**config.mk**
```make
export PLATFORM = sky130hd
export DESIGN_NAME = ratio_job_issuer
export DESIGN_NICKNAME = d
export VERILOG_FILES = /design/src/rtl/ratio_job_issuer.sv
export SDC_FILE = /design/constraint.sdc
export NUM_CORES = 1
export LEC_CHECK = 0
export BUFFER_PORTS_ARGS = -buffer_cell sky130_fd_sc_hd__buf_2
export CORE_MARGIN = 4
export CORE_UTILIZATION = 40
export DETAILED_ROUTE_END_ITERATION = 10
export PLACE_DENSITY = 0.59
export SLEW_MARGIN = 20
export SYNTH_ARGS = -nofsm -noshare
export SYNTH_HDL_FRONTEND = slang
export SYNTH_SLANG_ARGS = --single-unit
```
**constraint.sdc**
```tcl
create_clock -name clk -period 6.9 [get_ports clk]
set_input_delay 0.345 -clock clk [delete_from_list [all_inputs] [get_ports clk]]
set_output_delay 0.345 -clock clk [all_outputs]
set_load 0.02 [all_outputs]
```
**src/rtl/ratio_job_issuer.sv**
```systemverilog
// Initiator for the (a*b)/(c*d) engine: FIFO-queued jobs, start/done launch, valid/ready result.
// Optional saturating result counters (stat_jobs/stat_errs) when RATIO_ISSUER_STATS_EN is defined.
module ratio_job_issuer #(
  parameter int DEPTH   = 4,
  parameter int OPW     = 16,
  parameter int RESW    = 32,
  parameter int TIMEOUT = 64
) (
  input  logic                       clk,
  input  logic                       rst_n,
  input  logic                       job_valid,
  output logic                       job_ready,
  input  logic [OPW-1:0]             job_a,
  input  logic [OPW-1:0]             job_b,
  input  logic [OPW-1:0]             job_c,
  input  logic [OPW-1:0]             job_d,
  output logic                       eng_start,
  output logic [OPW-1:0]             eng_a,
  output logic [OPW-1:0]             eng_b,
  output logic [OPW-1:0]             eng_c,
  output logic [OPW-1:0]             eng_d,
  input  logic                       eng_done,
  input  logic [RESW-1:0]            eng_out,
  output logic                       res_valid,
  input  logic                       res_ready,
  output logic [RESW-1:0]            res_data,
  output logic                       res_err,
  output logic                       busy,
  output logic [$clog2(DEPTH+1)-1:0] jobs_pending
`ifdef RATIO_ISSUER_STATS_EN
  ,
  output logic [15:0]                stat_jobs,
  output logic [15:0]                stat_errs
`endif
);

  localparam int AW = $clog2(DEPTH);
  localparam int CW = $clog2(DEPTH + 1);
  localparam int TW = $clog2(TIMEOUT + 1);

  typedef enum logic [1:0] {
    IDLE   = 2'd0,
    LAUNCH = 2'd1,
    WAIT   = 2'd2,
    RESULT = 2'd3
  } state_t;

  state_t state;
  state_t next_state;

  logic [4*OPW-1:0] mem [DEPTH];
  logic [AW-1:0]    wr_ptr;
  logic [AW-1:0]    rd_ptr;
  logic [CW-1:0]    count;
  logic             full;
  logic             empty;
  logic             push;
  logic             pop;
  logic [OPW-1:0]   head_a;
  logic [OPW-1:0]   head_b;
  logic [OPW-1:0]   head_c;
  logic [OPW-1:0]   head_d;
  logic             zero_div;
  logic             done_q;
  logic             done_edge;
  logic [TW-1:0]    timer;
  logic             timed_out;

  assign full         = (count == CW'(DEPTH));
  assign empty        = (count == {CW{1'b0}});
  assign job_ready    = !full;
  assign jobs_pending = count;
  assign push         = job_valid && !full;
  assign busy         = (state != IDLE);

  assign {head_a, head_b, head_c, head_d} = mem[rd_ptr];
  assign zero_div  = (head_c == {OPW{1'b0}}) || (head_d == {OPW{1'b0}});
  // An edge needs a low sample first, so a done level held from before launch never completes a job.
  assign done_edge = eng_done && !done_q;
  assign timed_out = (timer == TW'(TIMEOUT - 1));

  // FIFO storage write
  always_ff @(posedge clk) begin
    if (push) begin
      mem[wr_ptr] <= {job_a, job_b, job_c, job_d};
    end
  end

  // FIFO pointers and occupancy
  always_ff @(posedge clk) begin
    if (!rst_n) begin
      wr_ptr <= {AW{1'b0}};
      rd_ptr <= {AW{1'b0}};
      count  <= {CW{1'b0}};
    end else begin
      if (push) wr_ptr <= wr_ptr + AW'(1);
      if (pop)  rd_ptr <= rd_ptr + AW'(1);
      case ({push, pop})
        2'b10:   count <= count + CW'(1);
        2'b01:   count <= count - CW'(1);
        default: count <= count;
      endcase
    end
  end

  // FSM state register
  always_ff @(posedge clk) begin
    if (!rst_n) state <= IDLE;
    else        state <= next_state;
  end

  // FSM next state and FIFO pop
  always_comb begin
    next_state = state;
    pop        = 1'b0;
    case (state)
      IDLE: begin
        if (!empty) begin
          pop = 1'b1;
          if (zero_div) next_state = RESULT;
          else          next_state = LAUNCH;
        end else begin
          next_state = IDLE;
        end
      end
      LAUNCH: next_state = WAIT;
      WAIT: begin
        if (done_edge || timed_out) next_state = RESULT;
        else                        next_state = WAIT;
      end
      RESULT: begin
        if (res_ready) next_state = IDLE;
        else           next_state = RESULT;
      end
      default: next_state = IDLE;
    endcase
  end

  // Engine operands, launch pulse, wait timer and result register
  always_ff @(posedge clk) begin
    if (!rst_n) begin
      eng_start <= 1'b0;
      eng_a     <= {OPW{1'b0}};
      eng_b     <= {OPW{1'b0}};
      eng_c     <= {OPW{1'b0}};
      eng_d     <= {OPW{1'b0}};
      res_valid <= 1'b0;
      res_data  <= {RESW{1'b0}};
      res_err   <= 1'b0;
      done_q    <= 1'b0;
      timer     <= {TW{1'b0}};
    end else begin
      done_q    <= eng_done;
      eng_start <= pop && !zero_div;
      case (state)
        IDLE: begin
          if (pop) begin
            if (zero_div) begin
              res_data  <= {RESW{1'b1}};
              res_err   <= 1'b1;
              res_valid <= 1'b1;
            end else begin
              eng_a <= head_a;
              eng_b <= head_b;
              eng_c <= head_c;
              eng_d <= head_d;
            end
          end
        end
        LAUNCH: timer <= {TW{1'b0}};
        WAIT: begin
          timer <= timer + TW'(1);
          // A completion arriving in the timeout cycle still delivers the engine result.
          if (done_edge) begin
            res_data  <= eng_out;
            res_err   <= 1'b0;
            res_valid <= 1'b1;
          end else if (timed_out) begin
            res_data  <= {RESW{1'b0}};
            res_err   <= 1'b1;
            res_valid <= 1'b1;
          end
        end
        RESULT: begin
          if (res_ready) res_valid <= 1'b0;
        end
        default: res_valid <= 1'b0;
      endcase
    end
  end

`ifdef RATIO_ISSUER_STATS_EN
  logic handshake;
  assign handshake = (state == RESULT) && res_ready;

  // Saturating counters of delivered results and of error results
  always_ff @(posedge clk) begin
    if (!rst_n) begin
      stat_jobs <= 16'h0000;
      stat_errs <= 16'h0000;
    end else begin
      if (handshake && (stat_jobs != 16'hFFFF)) stat_jobs <= stat_jobs + 16'd1;
      if (handshake && res_err && (stat_errs != 16'hFFFF)) stat_errs <= stat_errs + 16'd1;
    end
  end
`endif

endmodule

```
* Word-level counts from Yosys, hierarchy flattened
Memory sizes are Yosys's and may differ from the RTL's. A register that Yosys moved wholly into a read port is not among the register bits.
Index checks and enable logic that the tools add are counted.
** Operators by class
- Mux-type cells :: 26
- Bitwise operators :: 1
- Equality and inequality tests :: 11
- Add/sub/neg operators :: 5
- Shift-type cells :: 0
- Magnitude comparators :: 0
- Div/mod/pow operators :: 0
- Multiply operators :: 0
- Reductions and logical operators :: 20
** Operator list (count)
- 32-bit 2-to-1 mux :: 4
- 32-bit one-hot mux with 2 select lines :: 1
- 16-bit logical NOT :: 2
- 7-bit one-hot mux with 2 select lines :: 1
- 1-bit 2-to-1 mux :: 11
- 2-bit 2-to-1 mux :: 5
- 2-bit one-hot mux with 4 select lines :: 1
- 2-bit nonzero test :: 4
- 7-bit by 1-bit adder with 7-bit output (second input constant) :: 1
- 7-bit by 6-bit == test with 1-bit output (second input constant) :: 1
- 2-bit == test (second input constant) :: 3
- 2-bit != test (second input constant) :: 3
- 3-bit one-hot mux with 2 select lines :: 1
- 5-bit AND reduction :: 1
- 2-bit by 1-bit adder with 2-bit output (second input constant) :: 2
- 2-bit by 1-bit == test with 1-bit output (second input constant) :: 2
- 4-bit AND reduction :: 1
- 3-bit by 1-bit adder with 3-bit output (second input constant) :: 1
- 3-bit == test (second input constant) :: 1
- 1-bit logical AND :: 3
- 1-bit logical NOT :: 3
- 3-bit logical NOT :: 1
- 3-bit != test (second input constant) :: 1
- 1-bit one-hot mux with 3 select lines :: 1
- other kinds (7) :: 8
** Word-level totals
- Bits of input ports :: 101
- RAM bits :: 256
- Memories kept :: 1
- Output and inout port bits :: 104
- Bits in read-only memories :: 0
- Bits in latches :: 0
- Register bits :: 116
- Logic and storage cells :: 78
** Memory list
- mem :: words 4, bits a word 64, rd ports 1, clocked after Yosys merged registers in 1, wr ports 1, line 51 : logic [4*OPW-1:0] mem [DEPTH];

* Longest topological paths before layout
- Depth after elaboration :: 5
- Depth in mapped cells :: 10
- Depth with buffers taken out :: 10

* Worst setup path before layout
No wires, ideal clock.
- Path type :: reg-to-reg
- Start :: register count[0] (netlist: jobs_pending[0])
- End :: memory mem[1][0] (netlist bit), enable pin
- Period minus slack after synthesis :: 2.886 ns
- Buffers on the path :: 0
- Setup slack :: 4.014 ns
- Arrival time :: 2.456 ns
- Data required time :: 6.471 ns
- Stages on the path, launching flop included :: 4
- Setup time :: 0.429 ns
- Cells stage by stage :: dfxtp_1 inv_1 nand3_1 and3_1
** On the way
- Cells in the longest elaborated chain, start to end :: 5
** RTL lines
- from (decl) :: line 54 : logic [CW-1:0] count;
- from (signal assigned) :: line 94 : count <= {CW{1'b0}};
- from (signal assigned) :: line 99 : 2'b10: count <= count + CW'(1);
- from (signal assigned) :: line 100 : 2'b01: count <= count - CW'(1);
- 3-bit == test :: line 69 : assign full = (count == CW'(DEPTH));
- 1-bit logical NOT
- named net job_ready :: line 12 : output logic job_ready,
- 1-bit logical AND :: line 73 : assign push = job_valid && !full;
- 1-bit 2-to-1 mux :: line 84 : if (push) begin
- 1-bit 2-to-1 mux (implied by the code) :: line 85 : mem[wr_ptr] <= {job_a, job_b, job_c, job_d};
- to (decl) :: line 51
The timed path passes the listed nets, and every way through them passes these cells.

==> results_dict.tcl <==
set metrics [dict create \
    power_per_cell_area_mw_per_mm2 434 \
    final_cell_area_mm2 0.0168 \
    clock_sinks 374 \
    grt_first_pass_wirelength_um 46500 \
    avgRoutedWirePerCell_um 20.2 \
    hold_buffers 0 \
    vias 7691 \
    clk_pin_slew_ps 60 \
    final_cells 1519 \
    status "complete, no violations" \
    totalPowerFinal_mw 7.28 \
    initial_core_util_pct 40.5 \
    vias_per_cell 5.06 \
    ys_ff_latch 374 \
    regToRegSetupSlack_ps 2710 \
    whs_endpoint "mem[3][60]$_DFFE_PP_" \
    clk_latency_ps 530 \
    fin_ws_ps 2710 \
    netlist_area_mm2 0.0140 \
    endpoint_kind "flip-flop" \
    r2r_end "eng_d[14]$_SDFFE_PN0P_" \
    cts-root-buf "clkbuf_16" \
    core_area_mm2 0.0345 \
    arrival_ps 4550 \
    syn_to_final_growth_pct 19.7 \
    setup_viol 0 \
    htreeDepth 2 \
    synth_adder_area_share_pct 1.13 \
    dp_hpwl_um 18600 \
    synthXorXnorAreaFrac_pct 0.563 \
    hold_class "primary input to flip-flop" \
    critPathMaxFanout 45 \
    ctsResizeCount 0 \
    antenna_found_initial 9 \
    grt_max_degree 79 \
    synthArstFlopShare_pct 0 \
    hold_viol_final 0 \
    drc 0 \
    synth_seq_area_share_pct 71.8 \
    die_h_um 195 \
    synth-warning-count 0 \
    synth_top_family_by_area "multiplexers" \
    route.antenna.remaining_nets 0 \
    post-route-min-period_ps 4190 \
    ir_drop_uv 279 \
    rsz0062_at_grt "no" \
    post_dp_cell_area_mm2 0.0155 \
    dr.pass1.iters 5 \
    p_leak_nw 6.29 \
    synthFlopType "edfxtp_1" \
    synth_mux_area_share_pct 14.9 \
    cts_buffer_depth 3 \
    post-route-period-util_pct 60.8 \
    pre_cts_slack_ps 2570 \
    layout.nets 1142 \
    synth_cell_types 37 \
    rows 68 \
    drt_iter0_markers 405 \
    finClkSkew_ps 23.8 \
    relSlewSlack_pct 28.5 \
    die_x_um 195 \
    post_cts_buffers 0 \
    fin_tns_setup_ps 0 \
    dpl.cell_count 1442 \
    min_path_cells 1 \
    cts_tree "done" \
    cp.required_ps 7260 \
    grt_usage_pct 15.6 \
    wirelength_um 30600 \
    first_global_vias 7783 \
    yosysMostFrequentCell "edfxtp_1" \
    drive_above_1_share_pct 35.4 \
    cts_buffers 40 \
    fmax_ghz 0.239 \
    crit_type "flip-flop to flip-flop" \
    synth_area_leaders "edfxtp_1, dfxtp_1, mux4_2" \
    cap_viol_max_count 0 \
    drv_slew 0 \
    port_buffers 204 \
    synth_simple_gate_area_share_pct 5.88 \
    tightest_slew_ps 1070 \
    yosys.area.top_type "edfxtp_1" \
    worstHoldStart "job_a[12]" \
    die_area_mm2 0.0381 \
    synth_nets 932 \
    startpoint_type "flip-flop" \
    synth-edff-count 256 \
    synth_common_cells "edfxtp_1, dfxtp_1, nor2_1" \
    overflow 0 \
    r2r_cells 7 \
    ios 205 \
    synth_top_cell_area_share_pct 54.9 \
    gp_congestion 0.831 \
    synth_compound_area_share_pct 3.71 \
    syn_avg_cell_area_um2 17.1 \
    syn_inst 819 \
]
## state kept, by name (all words and copies together), names as in the netlist, named ones only
name          flops
mem             256
res_data         32
eng_a            16
eng_b            16
eng_c            16
eng_d            16
timer             7
jobs_pending      3
rd_ptr            2
state             2
wr_ptr            2
done_q            1
eng_start         1
res_err           1
res_valid         1
## cell families (layout without fill, tap and decap cells)
group | Yosys count | in the layout
AND/OR/NAND/NOR | 188 | 188
multiplexers | 128 | 128
XOR/XNOR | 9 | 9
buffers and inverters | 57 | 299
adder cells (fa/ha/maj) | 12 | 12
flip-flops | 374 | 374
other | 0 | 3
AO/OA/AOI/OAI | 51 | 51
## layout make-up
class	instances	area, um^2
Fill cell	3012	17800
Sequential cell	374	10100
Multi-Input combinational cell	388	3710
Clock buffer	59	1150
Timing Repair Buffer	212	1080
Tap cell	455	569
Clock inverter	15	128
Inverter	13	50.0
Antenna cell	3	7.51
## critical path: stages (launching register included)
cell	delay (ps)
dfxtp_4	950
mux4_2	620
nor4_1	380
nand4_1	380
nand3_4	810
buf_4	520
mux2i_1	240
nor2_1	50
## placed cells by master, fill, tap and decap left out, drive strengths merged, types with 2 or more instances in the layout
cell | netlist | final
edfxtp | 256 | 256
buf | 20 | 212
dfxtp | 118 | 118
nor2 | 80 | 80
mux4 | 64 | 64
mux2i | 64 | 64
clkbuf | 24 | 59
nand2 | 43 | 43
nor3 | 36 | 36
a31oi | 32 | 32
inv | 12 | 14
clkinv | 1 | 12
ha | 11 | 11
nor4 | 9 | 9
a21oi | 8 | 8
xor2 | 6 | 6
nand3 | 5 | 5
and3 | 4 | 4
nand4 | 4 | 4
o21ai | 4 | 4
diode | 0 | 3
or3 | 3 | 3
xnor2 | 3 | 3
and2 | 2 | 2
bufinv | 0 | 2
a2111oi | 2 | 2
## metrics by stage
stage | hold slack [ps] | util, %
floorplan | 444 | -
global placement | 446 | 44.8
detailed placement | 456 | 44.8
CTS | 2.27 | 48.5
global route | 23.0 | 48.5
finish | 25.6 | 48.5
## report_power, final
part	leakage [nW]	switching, mW	internal, mW
registers	3.31	0.274	2.84
logic	2.34	1.22	0.878
clock network	0.634	0.830	1.23
total	6.29	2.33	4.95
## layer usage
metal,up-vias,wire length [um],GRT usage [%]
met5,-,59,0
met4,10,613,4.09
met3,51,2350,4.57
met2,217,14700,25.2
met1,3841,13000,20.9
li1,3572,-,-
## worst max-delay path by stage
stage	start	to	slack (ps)	depth (start not counted)
finish	flip-flop	eng_d[14]$_SDFFE_PN0P_	2710	7
global route	flip-flop	eng_c[15]$_SDFFE_PN0P_	2300	7
CTS	flip-flop	eng_d[14]$_SDFFE_PN0P_	2570	7
detailed placement	flip-flop	eng_d[13]$_SDFFE_PN0P_	2570	7
global placement	flip-flop	eng_d[9]$_SDFFE_PN0P_	2600	7
floorplan	jobs_pending[0]$_SDFFE_PN0P_	mem[1][0]$_DFFE_PP_	4010	3
No activity file was read; power rests on OpenSTA's default activity.
